**src/rtl/ft_tx_packetizer_if.sv**
```systemverilog
// Pixel handshake and FT245-side byte stream bundle.
// slave = packetizer, master = pixel source plus FT245 consumer.
interface ft_tx_packetizer_if;
  logic [15:0] pix_data;
  logic        pix_valid;
  logic        pix_ready;
  logic [7:0]  data_to_ft;
  logic        data_to_ft_avail;
  logic        next_data_to_ft;

  modport slave (
    input  pix_data,
    input  pix_valid,
    output pix_ready,
    output data_to_ft,
    output data_to_ft_avail,
    input  next_data_to_ft
  );

  modport master (
    output pix_data,
    output pix_valid,
    input  pix_ready,
    input  data_to_ft,
    input  data_to_ft_avail,
    output next_data_to_ft
  );
endinterface

```
**src/rtl/ft_tx_packetizer.sv**
```systemverilog
// Frames 16-bit CCD pixels into A5 5A / counter / pixel bytes
// and buffers them in a show-ahead FIFO for the FT245 stage.
module ft_tx_packetizer #(
  parameter int         AW   = 9,
  parameter logic [7:0] HDR0 = 8'hA5,
  parameter logic [7:0] HDR1 = 8'h5A
) (
  input  logic                 ft_clkout,
  input  logic                 rst_n,
  input  logic                 frame_start,
  input  logic                 frame_end,
  ft_tx_packetizer_if.slave    bus,
  output logic [AW:0]          fifo_level,
  output logic                 frame_active,
  output logic                 proto_err
);

  localparam logic [2:0] ST_IDLE = 3'd0;
  localparam logic [2:0] ST_HDR0 = 3'd1;
  localparam logic [2:0] ST_HDR1 = 3'd2;
  localparam logic [2:0] ST_CNTH = 3'd3;
  localparam logic [2:0] ST_CNTL = 3'd4;
  localparam logic [2:0] ST_PIX  = 3'd5;
  localparam logic [2:0] ST_LO   = 3'd6;

  logic [7:0]  mem [2**AW];
  logic [AW:0] wr_ptr;
  logic [AW:0] rd_ptr;
  logic        full;
  logic        empty;
  logic        wr_en;
  logic [7:0]  wr_data;
  logic        push;
  logic        pop;

  logic [2:0]  state;
  logic [15:0] frame_cnt;
  logic [7:0]  lo_hold;
  logic        end_pend;
  logic        accept;

  assign full  = (wr_ptr[AW] != rd_ptr[AW]) &&
                 (wr_ptr[AW-1:0] == rd_ptr[AW-1:0]);
  assign empty = (wr_ptr == rd_ptr);
  assign push  = wr_en && !full;
  assign pop   = bus.next_data_to_ft && !empty;

  assign bus.data_to_ft       = mem[rd_ptr[AW-1:0]];
  assign bus.data_to_ft_avail = !empty;
  assign fifo_level           = wr_ptr - rd_ptr;
  assign frame_active         = (state != ST_IDLE);

  // A pending close from the header phase wins over new pixels.
  assign accept = bus.pix_valid && bus.pix_ready;

  always_comb begin
    wr_en         = 1'b0;
    wr_data       = 8'h00;
    bus.pix_ready = 1'b0;
    unique case (1'b1)
      (state == ST_HDR0): begin
        wr_en   = 1'b1;
        wr_data = HDR0;
      end
      (state == ST_HDR1): begin
        wr_en   = 1'b1;
        wr_data = HDR1;
      end
      (state == ST_CNTH): begin
        wr_en   = 1'b1;
        wr_data = frame_cnt[15:8];
      end
      (state == ST_CNTL): begin
        wr_en   = 1'b1;
        wr_data = frame_cnt[7:0];
      end
      (state == ST_PIX): begin
        bus.pix_ready = !full && !end_pend;
        wr_en         = bus.pix_valid && !full && !end_pend;
        wr_data       = bus.pix_data[15:8];
      end
      (state == ST_LO): begin
        wr_en   = 1'b1;
        wr_data = lo_hold;
      end
      default: ;
    endcase
  end

  always_ff @(posedge ft_clkout) begin
    if (push) mem[wr_ptr[AW-1:0]] <= wr_data;
  end

  always_ff @(posedge ft_clkout or negedge rst_n) begin
    if (!rst_n) begin
      wr_ptr <= '0;
      rd_ptr <= '0;
    end else begin
      if (push) wr_ptr <= wr_ptr + 1'b1;
      if (pop)  rd_ptr <= rd_ptr + 1'b1;
    end
  end

  always_ff @(posedge ft_clkout or negedge rst_n) begin
    if (!rst_n) begin
      proto_err <= 1'b0;
    end else if (frame_start && state != ST_IDLE) begin
      proto_err <= 1'b1;
    end
  end

  always_ff @(posedge ft_clkout or negedge rst_n) begin
    if (!rst_n) begin
      state     <= ST_IDLE;
      frame_cnt <= '0;
      lo_hold   <= '0;
      end_pend  <= 1'b0;
    end else begin
      unique case (1'b1)
        (state == ST_IDLE): begin
          if (frame_start) begin
            state    <= ST_HDR0;
            end_pend <= frame_end;
          end
        end
        (state == ST_HDR0),
        (state == ST_HDR1),
        (state == ST_CNTH),
        (state == ST_CNTL): begin
          if (frame_end) end_pend <= 1'b1;
          if (!full) begin
            state <= state + 3'd1;
            if (state == ST_CNTL) frame_cnt <= frame_cnt + 16'd1;
          end
        end
        (state == ST_PIX): begin
          if (accept) begin
            lo_hold <= bus.pix_data[7:0];
            state   <= ST_LO;
            if (frame_end) end_pend <= 1'b1;
          end else if (frame_end || end_pend) begin
            state    <= ST_IDLE;
            end_pend <= 1'b0;
          end
        end
        (state == ST_LO): begin
          if (!full) begin
            state    <= (end_pend || frame_end) ? ST_IDLE : ST_PIX;
            end_pend <= 1'b0;
          end else if (frame_end) begin
            end_pend <= 1'b1;
          end
        end
        default: state <= ST_IDLE;
      endcase
    end
  end

endmodule
```
**src/flat_wrapper.sv**
```systemverilog
// flat-port wrapper written by rule: the top's interface ports become plain ports
module ft_tx_packetizer_flat 
#(
  parameter int         AW   = 9,
  parameter logic [7:0] HDR0 = 8'hA5,
  parameter logic [7:0] HDR1 = 8'h5A
)
  (ft_clkout, rst_n, frame_start, frame_end, fifo_level, frame_active, proto_err, bus_pix_data, bus_pix_valid, bus_pix_ready, bus_data_to_ft, bus_data_to_ft_avail, bus_next_data_to_ft);
  ft_tx_packetizer_if bus_i ();
  input  logic ft_clkout;
  input  logic rst_n;
  input  logic frame_start;
  input  logic frame_end;
  output logic [AW:0] fifo_level;
  output logic frame_active;
  output logic proto_err;
  input wire logic [$bits(bus_i.pix_data)-1:0] bus_pix_data;
  input wire logic [$bits(bus_i.pix_valid)-1:0] bus_pix_valid;
  output wire logic [$bits(bus_i.pix_ready)-1:0] bus_pix_ready;
  output wire logic [$bits(bus_i.data_to_ft)-1:0] bus_data_to_ft;
  output wire logic [$bits(bus_i.data_to_ft_avail)-1:0] bus_data_to_ft_avail;
  input wire logic [$bits(bus_i.next_data_to_ft)-1:0] bus_next_data_to_ft;
  assign bus_i.pix_data = bus_pix_data;
  assign bus_i.pix_valid = bus_pix_valid;
  assign bus_pix_ready = bus_i.pix_ready;
  assign bus_data_to_ft = bus_i.data_to_ft;
  assign bus_data_to_ft_avail = bus_i.data_to_ft_avail;
  assign bus_i.next_data_to_ft = bus_next_data_to_ft;
  ft_tx_packetizer #(.AW(AW), .HDR0(HDR0), .HDR1(HDR1)) u_core (.ft_clkout(ft_clkout), .rst_n(rst_n), .frame_start(frame_start), .frame_end(frame_end), .bus(bus_i), .fifo_level(fifo_level), .frame_active(frame_active), .proto_err(proto_err));
endmodule
```
**config.mk**
```make
export PLATFORM = sky130hd
export DESIGN_NAME = ft_tx_packetizer_flat
export DESIGN_NICKNAME = d
export VERILOG_FILES = /design/src/rtl/ft_tx_packetizer_if.sv /design/src/rtl/ft_tx_packetizer.sv /design/src/flat_wrapper.sv
export SDC_FILE = /design/constraint.sdc
export NUM_CORES = 2
export LEC_CHECK = 0
export BUFFER_PORTS_ARGS = -buffer_cell sky130_fd_sc_hd__buf_2
export CORE_MARGIN = 2
export CORE_UTILIZATION = 30
export DETAILED_ROUTE_END_ITERATION = 6
export REMOVE_ABC_BUFFERS = 1
export SLEW_MARGIN = 10
export SYNTH_ARGS = -nofsm -noshare
export SYNTH_HDL_FRONTEND = slang
export SYNTH_SLANG_ARGS = --single-unit
```
**constraint.sdc**
```tcl
create_clock -name ft_clkout -period 16.2 [get_ports ft_clkout]
set_input_delay 4.05 -clock ft_clkout [delete_from_list [all_inputs] [get_ports ft_clkout]]
set_output_delay 4.05 -clock ft_clkout [all_outputs]
set_load 0.01 [all_outputs]
```
After elaboration in Yosys (flattened, before gate mapping)
Memories as Yosys holds them, arrays and structs flattened. Index checks and enable logic that the tools add are counted.

Add/subtract/negate cells: 5. Equality and inequality tests: 13. Muxes and demuxes: 18. Bitwise gates (word level): 1. Reductions and logical operators: 21.

Operators with widths (count): case mux 8 bit (6 select lines) (1); adder 10 x 1 -> 10 bit (second input constant) (2); 2-to-1 mux 3 bit (6); adder 16 x 1 -> 16 bit (second input constant) (1); case mux 3 bit (4 select lines) (1); equality test 10 bit (1); subtractor 10 bit (1); equality test 3 bit (second input constant) (3); equality test 9 bit (1); logical AND 1 bit (8); 2-to-1 mux 1 bit (8); equality test 3 x 2 -> 1 bit (second input constant) (2); != test 2 bit (second input constant) (3); AND reduction 3 bit (2); OR reduction 5 bit (1); case mux 1 bit (4 select lines) (1); AND reduction 4 bit (1); nonzero test 4 bit (1); OR reduction 4 bit (1); adder 3 x 1 -> 3 bit (second input constant) (1); equality test 3 x 1 -> 1 bit (second input constant) (1); logical NOT 1 bit (3); logical NOT 3 bit (1); != test 3 x 2 -> 1 bit (second input constant) (1); other kinds (6) (6).

Bits in registers: 49. Bits in writable memories: 4096. Bits of input ports: 22. Output and inout port bits: 22. Word-level logic and storage cells: 66. Memories kept: 1.

Memories: u_core.mem (words 512, width 8, read ports 1, clocked after Yosys merged registers in 0, write ports 1, RTL line ft_tx_packetizer.sv:26) `logic [7:0] mem [2**AW];`.

Logic depth before layout (Yosys ltp)
Depth after elaboration: 9. Mapped depth: 16. Mapped depth without buffers: 10.

Worst setup path after synthesis
Ideal clock, no wire load.

Kind: in2reg. Start: input bus_pix_data[15]. End: memory u_core.mem[0][7] (data pin). Setup time: 2.741 ns. Arrival time: 10.318 ns. Required time: 13.459 ns. Path slack: 3.141 ns. Stages on the path: 2. Path buffers: 0. Cells stage by stage: o21ai_0 > nand3_1.

Cells in the longest elaborated chain, start to end: 1.

Ends and longest elaborated chain: start, declared (RTL line flat_wrapper.sv:17) `input wire logic [$bits(bus_i.pix_data)-1:0] bus_pix_data;`; case mux 8 bit (6 select lines) (RTL line ft_tx_packetizer.sv:60) `unique case (1'b1)`; named net u_core.wr_data[7] (RTL line ft_tx_packetizer.sv:32) `logic [7:0] wr_data;`; end, declared (RTL line ft_tx_packetizer.sv:26).

The timed path passes the listed nets, and every way through them passes these cells.

Final worst setup path
Start: register u_core.rd_ptr[2]. End: output bus_data_to_ft[7].

Cells in the longest elaborated chain, start to end: 1.

Ends and longest elaborated chain: start, declared (RTL line ft_tx_packetizer.sv:28) `logic [AW:0] rd_ptr;`; start signal, assigned (RTL line ft_tx_packetizer.sv:100) `if (pop) rd_ptr <= rd_ptr + 1'b1;`; memory read (512 x 8 bit); end, declared (RTL line flat_wrapper.sv:20) `output wire logic [$bits(bus_i.data_to_ft)-1:0] bus_data_to_ft;`.

No other way between the ends.

==> qor.csv <==
metric,value,unit
cts_max_level,5,
end_kind,output pin,
cts_resized,0,
ctsHoldBuffers,0,
peakVddDrop,0.172,mV
hp-class,flop to flop,
viasPerCell,5.35,
max_freq,85.2,MHz
final_common_cell,edfxtp_1,
setup_viol,0,
p_leak,0.0567,uW
gp_congestion,0.873,
synth_top_area_share,75.9,%
drc,0,
synthTopCellsByArea,"edfxtp_1, mux4_2, mux2i_1",
cp_cell_sequence,"buf_4, buf_4, and2_4, buf_4, a22oi_1, and3_1, a211oi_1, o311ai_1, a32oi_1, buf_2",
power.density_cell_area,184,nW/um^2
violations,slew limit,
dieArea,546000,um^2
vias,83400,
grt_pass1_vias,82600,
worstMarginPinSlew,1.55,ns
synthXorXnorAreaFrac,0.216,%
cp_common_cell,buf_4,
maxCapViolCount,0,
netlist-cell-type-count,89,
post_cts_buffers,0,
synth_mux_area_share,14.8,%
ys_warn_count,0,
grt_usage,16.6,%
clock_skew,0.0904,ns
period_needed,11.74,ns
core_area,540000,um^2
synth_area_per_cell,20.7,um^2
die_y,739,um
initial_core_util,30.1,%
path_clk_slew,0.07,ns
clock_latency,0.99,ns
cp_max_fo,31,
fin_crit_sh,72.5,%
nNetsFinal,8046,
crit_path_start_kind,flop,
crit_family,compound AO/OA/AOI/OAI gates,
status,"complete, but fails checks",
cts_made_buffers,415,
yosys.area.top_type,edfxtp_1,
wl,471,mm
synth_seq_area_share,76.6,%
synthFlopType,edfxtp_1,
setup_tns,0,ns
synthSimpleGateAreaFrac,2.77,%
rsz0062_at_grt,false,
grt_max_degree,236,
firstDrtPassIters,6,
slowest_stage,a32oi_1,
io_buffers,43,
cts_tree,yes,
drive_gt1_share,21.9,%
rows,270,
wl_per_cell,30.2,um
antenna_found_initial,31,
syn-cell-area,162000,um^2
synth_edf_count,4096,
path_class,flop to output pin,
synth_fa_ha_area_share,0.167,%
crit_required,12.15,ns
detail_route.iter0.violations,12200,
grt-ovfl-total,0,
syn-instance-count,7833,
drv_slew,48,
cp_slowest_stage_delay,1.24,ns
hpwlAfterDp,283,mm
synth_top_family_by_area,multiplexers,
area_growth,13.6,%
path_buf_inv,4,
worstPathArrival,7.69,ns
dpl_cell_area,170000,um^2
async_flop_share,1.18,%
root_buffer,clkbuf_16,
synth_compound_area_share,3.46,%
dieWidth,739,um
grt_pass1_wl,652,mm
ant_nets,0,
io_pins,44,
max-slew-margin-rel,-3.17,%
clk_path_buf_depth,4,
final_cell_mix,"edfxtp_1, mux4_2, nor2_1, clkbuf_16, mux2i_1",
hold_viol,0,
design_area,184000,um^2
ys_ff_latch,4145,
cts.sink_count,4145,
[state kept, by name, indices dropped and copies added, names as in the netlist]
name              flops
u_core.mem         4096
u_core.frame_cnt     16
u_core.rd_ptr        10
u_core.wr_ptr        10
u_core.lo_hold        8
u_core.state          3
u_core.end_pend       1
u_core.proto_err      1
[power by group]
group | switching [uW] | total [uW] | internal (uW)
Combinational | 7480 | 10800 | 3350
Clock | 4130 | 9680 | 5540
Sequential | 175 | 13400 | 13200
Total | 11800 | 33900 | 22100
[through the flow]
step                      total power [uW]  utilization (%)  instances  hold WS [ns]  worst slack [ns]
after floorplan                      23700                -       7339         0.437            -35.02
after global placement               24100             31.6      14800         0.438              5.89
after detailed placement             24300             31.6      14800         0.440              5.91
after CTS                            33900             34.1      15600         0.455              4.88
after global routing                 34700             34.1      15600         0.478              4.71
final                                33900             34.1      15600         0.455              4.46
[path summary, 6_finish.rpt]
| check | from | to | slack, ns | cells past startpoint |
|---|---|---|---|---|
| max | u_core.rd_ptr[2] | bus_data_to_ft[7] | 4.46 | 10 |
| min reg2reg | u_core.proto_err | u_core.proto_err | 0.45 | 1 |
| min | u_core.proto_err | u_core.proto_err | 0.45 | 1 |
| min in group asynchronous | rst_n | u_core.proto_err | 3.23 | 2 |
| max reg2reg | u_core.rd_ptr[3] | u_core.mem[154][2] | 8.90 | 13 |
| max in group asynchronous | rst_n | u_core.rd_ptr[4] | 12.19 | 2 |
[worst register-to-register path: stages, from the launching register on]
cell and delay [ns]:
dfrtp_4 0.74, buf_4 0.40, inv_6 0.48, buf_4 0.62
ha_1 0.40, nand3_1 0.16, nor4_4 0.05, buf_4 0.21
or3b_1 0.62, a21oi_4 0.19, buf_4 0.43, nand3_4 0.94
buf_4 0.72, nor2_1 0.91
[kinds of logic after synthesis]
| kind of cell | count (synthesis) |
|---|---|
| compound gates | 805 |
| xor+xnor | 40 |
| fa+ha+maj | 21 |
| buf+inv | 515 |
| flops | 4145 |
| mux | 1250 |
| simple gates | 1057 |
[synth_stat cells, types with 17 or more instances]
| cell | count |
|---|---|
| edfxtp_1 | 4096 |
| mux4_2 | 871 |
| nor2_1 | 584 |
| mux2i_1 | 301 |
| nand2_1 | 232 |
| buf_2 | 188 |
| clkbuf_1 | 169 |
| a21oi_1 | 156 |
| a22oi_1 | 150 |
| nand3_1 | 96 |
| o21ai_0 | 88 |
| o22ai_1 | 78 |
| a221oi_1 | 76 |
| buf_6 | 50 |
| dfrtp_1 | 49 |
| mux2_2 | 49 |
| o221ai_1 | 48 |
| buf_4 | 34 |
| nor3_1 | 34 |
| mux4_1 | 29 |
| a211oi_1 | 25 |
| o211ai_1 | 25 |
| xnor2_1 | 25 |
| buf_12 | 24 |
| ha_1 | 20 |
| inv_1 | 20 |
| o21ai_1 | 20 |
| a31oi_1 | 19 |
| buf_8 | 17 |
[area by class of cell]
class | count | area (um^2)
Multi-Input combinational cell | 3173 | 35100
Clock inverter | 255 | 2780
Sequential cell | 4145 | 124000
Clock buffer | 510 | 10900
Fill cell | 49900 | 355000
Timing Repair Buffer | 247 | 2020
Inverter | 21 | 100
Tap cell | 7208 | 9020
Antenna cell | 14 | 35.0
[routing by layer]
| metal | global-route usage (%) | part of all wire (%) |
|---|---|---|
| met5 | 0.0611 | 0.031 |
| met4 | 6.37 | 4.1 |
| met2 | 26.8 | 48 |
| met1 | 21.9 | 38 |
| met3 | 3.54 | 10 |
Note: power is estimated with default switching activity, not from simulation.
